[config.mk]
export PLATFORM = sky130hd
export DESIGN_NAME = bist_signature_analyzer
export DESIGN_NICKNAME = d
export VERILOG_FILES = /design/src/rtl/bist_signature_analyzer.sv
export SDC_FILE = /design/constraint.sdc
export NUM_CORES = 1
export LEC_CHECK = 0
export ABC_CLOCK_PERIOD_IN_PS = 1400
export CORE_MARGIN = 2
export CORE_UTILIZATION = 44
export DETAILED_ROUTE_END_ITERATION = 7
export PLACE_DENSITY = 0.69
export SLEW_MARGIN = 20
export SYNTH_ARGS = -nofsm -noshare
export SYNTH_HDL_FRONTEND = slang
export SYNTH_SLANG_ARGS = --single-unit
export TNS_END_PERCENT = 50
[constraint.sdc]
create_clock -name clock -period 1.4 [get_ports clock]
set_input_delay 0.28 -clock clock [delete_from_list [all_inputs] [get_ports clock]]
set_output_delay 0.28 -clock clock [all_outputs]
set_load 0.05 [all_outputs]
[src/rtl/bist_signature_analyzer.sv]
// BIST output response analyzer: folds CUT responses into a Galois MISR and
// compares the final signature against a golden value.
module bist_signature_analyzer #(
  parameter int                WIDTH        = 3,
  parameter int                SIG_W        = 4,
  parameter logic [SIG_W-1:0]  POLY         = 4'h3,
  parameter logic [SIG_W-1:0]  SEED         = 4'h0,
  parameter int                NUM_PATTERNS = 7,
  parameter logic [SIG_W-1:0]  GOLDEN       = 4'hC
) (
  input  logic             clock,
  input  logic             reset,
  input  logic             start,
  input  logic             abort,
  input  logic             resp_valid,
  input  logic [WIDTH-1:0] resp_in,
  output logic [SIG_W-1:0] signature,
  output logic             busy,
  output logic             done,
  output logic             pass
);

  localparam int CNT_W = $clog2(NUM_PATTERNS + 1);
  localparam logic [CNT_W-1:0] LAST_IDX = CNT_W'(NUM_PATTERNS - 1);

  typedef enum logic [2:0] {
    S_IDLE,
    S_LOAD,
    S_COMPRESS,
    S_COMPARE,
    S_DONE
  } state_t;

  state_t           state_q, state_d;
  logic [SIG_W-1:0] misr_q, misr_d;
  logic [CNT_W-1:0] count_q, count_d;
  logic             done_q, done_d;
  logic             pass_q, pass_d;

  // One Galois MISR step: shift, fold the tap polynomial on carry-out, XOR input.
  function automatic logic [SIG_W-1:0] misr_step(input logic [SIG_W-1:0] cur,
                                                 input logic [WIDTH-1:0] resp);
    logic [SIG_W-1:0] fb_mask;
    fb_mask = cur[SIG_W-1] ? POLY : '0;
    return (cur << 1) ^ fb_mask ^ SIG_W'(resp);
  endfunction

  always_ff @(posedge clock or negedge reset) begin
    if (!reset) begin
      state_q <= S_IDLE;
      misr_q  <= '0;
      count_q <= '0;
      done_q  <= 1'b0;
      pass_q  <= 1'b0;
    end else begin
      state_q <= state_d;
      misr_q  <= misr_d;
      count_q <= count_d;
      done_q  <= done_d;
      pass_q  <= pass_d;
    end
  end

  always_comb begin
    state_d = state_q;
    misr_d  = misr_q;
    count_d = count_q;
    done_d  = done_q;
    pass_d  = pass_q;
    // Abort overrides everything, including a simultaneous start; MISR is left as-is.
    if (abort) begin
      state_d = S_IDLE;
      count_d = '0;
      done_d  = 1'b0;
      pass_d  = 1'b0;
    end else begin
      unique case (state_q)
        S_IDLE: begin
          if (start) state_d = S_LOAD;
        end
        S_LOAD: begin
          misr_d  = SEED;
          count_d = '0;
          done_d  = 1'b0;
          pass_d  = 1'b0;
          state_d = S_COMPRESS;
        end
        S_COMPRESS: begin
          if (resp_valid) begin
            misr_d  = misr_step(misr_q, resp_in);
            count_d = count_q + CNT_W'(1);
            if (count_q == LAST_IDX) state_d = S_COMPARE;
          end
        end
        S_COMPARE: begin
          pass_d  = (misr_q == GOLDEN);
          done_d  = 1'b1;
          state_d = S_DONE;
        end
        S_DONE: begin
          // Clear the result on restart so done never overlaps busy.
          if (start) begin
            state_d = S_LOAD;
            done_d  = 1'b0;
            pass_d  = 1'b0;
          end
        end
        default: state_d = S_IDLE;
      endcase
    end
  end

  assign signature = misr_q;
  assign busy      = (state_q == S_LOAD) || (state_q == S_COMPRESS) || (state_q == S_COMPARE);
  assign done      = done_q;
  assign pass      = pass_q;

endmodule

==> flow_metrics.tcl <==
set metrics [dict create \
    antenna_found_initial 0 \
    maxSlewViolCount 0 \
    syn_to_final_growth_pct 56.1 \
    diodes 0 \
    worst_pin_slew_ns 0.267 \
    synth_top_area_frac 0.399 \
    drive_above_1_share 0.394 \
    required_ns 1.57 \
    cts_tree "yes" \
    status "finished, violations left" \
    violations "negative setup slack" \
    path_class "flip-flop to flip-flop" \
    skew_ns 0.0127 \
    powerDensity_nw_per_um2 941 \
    hpwl_um 1220 \
    synth_warnings 0 \
    worstReg2RegStart "state_q[0]" \
    wl_per_cell_um 14.5 \
    synthTopCellsByArea "dfrtp_1 (40%), o41ai_2 (6.5%), nand2_1 (5.0%), xnor2_1 (4.7%), ha_1 (3.3%)" \
    design.die.area_um2 2060 \
    dr.pass1.iters 4 \
    synth_area_per_cell_um2 9.77 \
    portBuffers 14 \
    ys_ff_latch 12 \
    cts.hold.buffers_added 0 \
    nets 120 \
    num_rows 14 \
    viasPerCell 5.50 \
    layout_setup_ws_ns -0.0240 \
    clock-sinks 12 \
    synth_edf_count 0 \
    rsz0062_at_grt "yes" \
    cts.htree.levels 1 \
    die_x_um 45.3 \
    start_kind "flip-flop" \
    fillers 108 \
    synth_nets 87 \
    critPathTopFamily "compound AO/OA/AOI/OAI gates" \
    track_usage 0.208 \
    ys_types 31 \
    drc 0 \
    max_stage_delay_ns 0.48 \
    grt_max_degree 14 \
    yosysMostFrequentCell "dfrtp_1" \
    critPathMaxFanout 8 \
    finalWirelength_um 1820 \
    fmax_mhz 702 \
    r2r_setup_slack_ns -0.02 \
    synth_common_cells "dfrtp_1 (12), nand2_1 (10), nor2_1 (6)" \
    yosysTopAreaCell "dfrtp_1" \
    hold_violations 0 \
    finalCritPeriodShare 1.02 \
    cts_buffers 3 \
    maxCapViolations 0 \
    insertion_delay_ns 0.28 \
    cts.path.max_buffers 2 \
    critPathCaptureType "flip-flop" \
    synth_async_sr_flop_share 1.00 \
    worstRegToRegCells 3 \
    seq_area_frac_synth 0.399 \
    design.portCount 15 \
    relSlewSlack 0.822 \
    hold_class "input port to asynchronous set/reset pin" \
    peakVddDrop_mv 0.837 \
    clockRootBuffer "clkbuf_4" \
    fp.dieH_um 45.3 \
    ys.flop_type "dfrtp_1" \
    min_period_ns 1.42 \
    crit_slowest_cell "dfrtp_2" \
    holdWs_ns 0.297 \
    cellLeakagePower_nw 0.561 \
    syn-cell-area_um2 752 \
    grt_pass1_wl_um 2990 \
    crit_chain "nand3b_4, a211o_4, o41ai_2" \
    gp_congestion 0.802 \
    dr.first_iter.drc_count 13 \
    vias 688 \
    cp_num_buf_inv 0 \
    cts.clk_slew.worst_paths_ns 0.08 \
    grt_pass1_vias 667 \
    finish.utilization 0.753 \
    antenna_violating_nets_post_route 0 \
    core_area_um2 1560 \
    start_util 0.482 \
    setup_violations 3 \
    overflow 0 \
    synthCells 77 \
    r2r_end "signature[0]" \
    crit_arrival_ns 1.59 \
]
[how the worst max path moves through the flow]
stage | from | end | slack [ns] | depth (start not counted)
3_3_place_gp | resp_valid | signature[2] | -0.24 | 4
3_5_place_dp | resp_valid | signature[1] | -0.27 | 4
5_1_grt | state_q[0] | signature[1] | -0.06 | 3
4_1_cts | state_q[0] | signature[1] | -0.01 | 3
6_report | state_q[0] | signature[0] | -0.02 | 3
2_1_floorplan | state_q[1] | signature[0] | 0.06 | 4
[stage by stage]
stage | setup TNS (ns) | instance area [um2] | worst slack (ns) | std cells | power (W)
global placement | -1.40 | 1040 | -0.236 | 112 | 0.000787
global route | -0.292 | 1170 | -0.0580 | 125 | 0.00116
finish | -0.0479 | 1170 | -0.0240 | 125 | 0.00110
detailed placement | -1.60 | 1040 | -0.271 | 112 | 0.000790
CTS | -0.0334 | 1130 | -0.0142 | 122 | 0.00111
floorplan | 0 | 754 | 0.0553 | 77 | 0.000611
[repair_timing]
item,4_1_cts,5_1_grt
resized for setup,5,5
setup buffers,6,3
pin swaps,2,2
endpoints found under the setup margin,3,8
[routing by layer]
layer | routed length (um) | share of wire | GRT usage
met1 | 811 | 0.45 | 0.253
met2 | 909 | 0.50 | 0.349
met5 | 0 | 0 | 0
met4 | 13 | 0.0072 | 0.106
met3 | 83 | 0.046 | 0.0400
[sequential cells by signal, indices dropped and copies added, names as in the netlist]
register / flops
count_q: 3
done: 1
pass: 1
signature: 4
state_q: 3
[report_power, final]
part           switching [W]  internal, W
Sequential         0.0000415     0.000371
Combinational       0.000199     0.000215
Clock               0.000120     0.000158
Total               0.000360     0.000744
[layout by cell type (no fill, tap or decap), types with 4 or more instances in the layout]
| master | instances |
|---|---|
| buf_4 | 17 |
| nand2_1 | 9 |
| nor2_1 | 4 |
| inv_1 | 4 |
| xnor2_1 | 4 |
| clkdlybuf4s50_1 | 6 |
| buf_12 | 8 |
| nor3_1 | 4 |
| dfrtp_1 | 11 |
[cell families after synthesis]
logic type | Yosys count | synth area share
AO/OA/AOI/OAI | 17 | 0.208
XOR/XNOR | 5 | 0.0582
adder cells (fa/ha/maj) | 2 | 0.0333
buffers and inverters | 9 | 0.0665
flip-flops | 12 | 0.399
multiplexers | 1 | 0.0150
AND/OR/NAND/NOR | 31 | 0.220
[area by class of cell]
| class | count | area, um2 | area share |
|---|---|---|---|
| clock buffers | 4 | 36.3 | 0.0309 |
| multi-input cells | 56 | 429 | 0.366 |
| inverters | 4 | 15.0 | 0.0128 |
| repair buffers | 33 | 372 | 0.317 |
| well taps | 16 | 20.0 | 0.0171 |
| flip-flops and latches | 12 | 302 | 0.257 |
No activity file was read; power rests on OpenSTA's default activity.
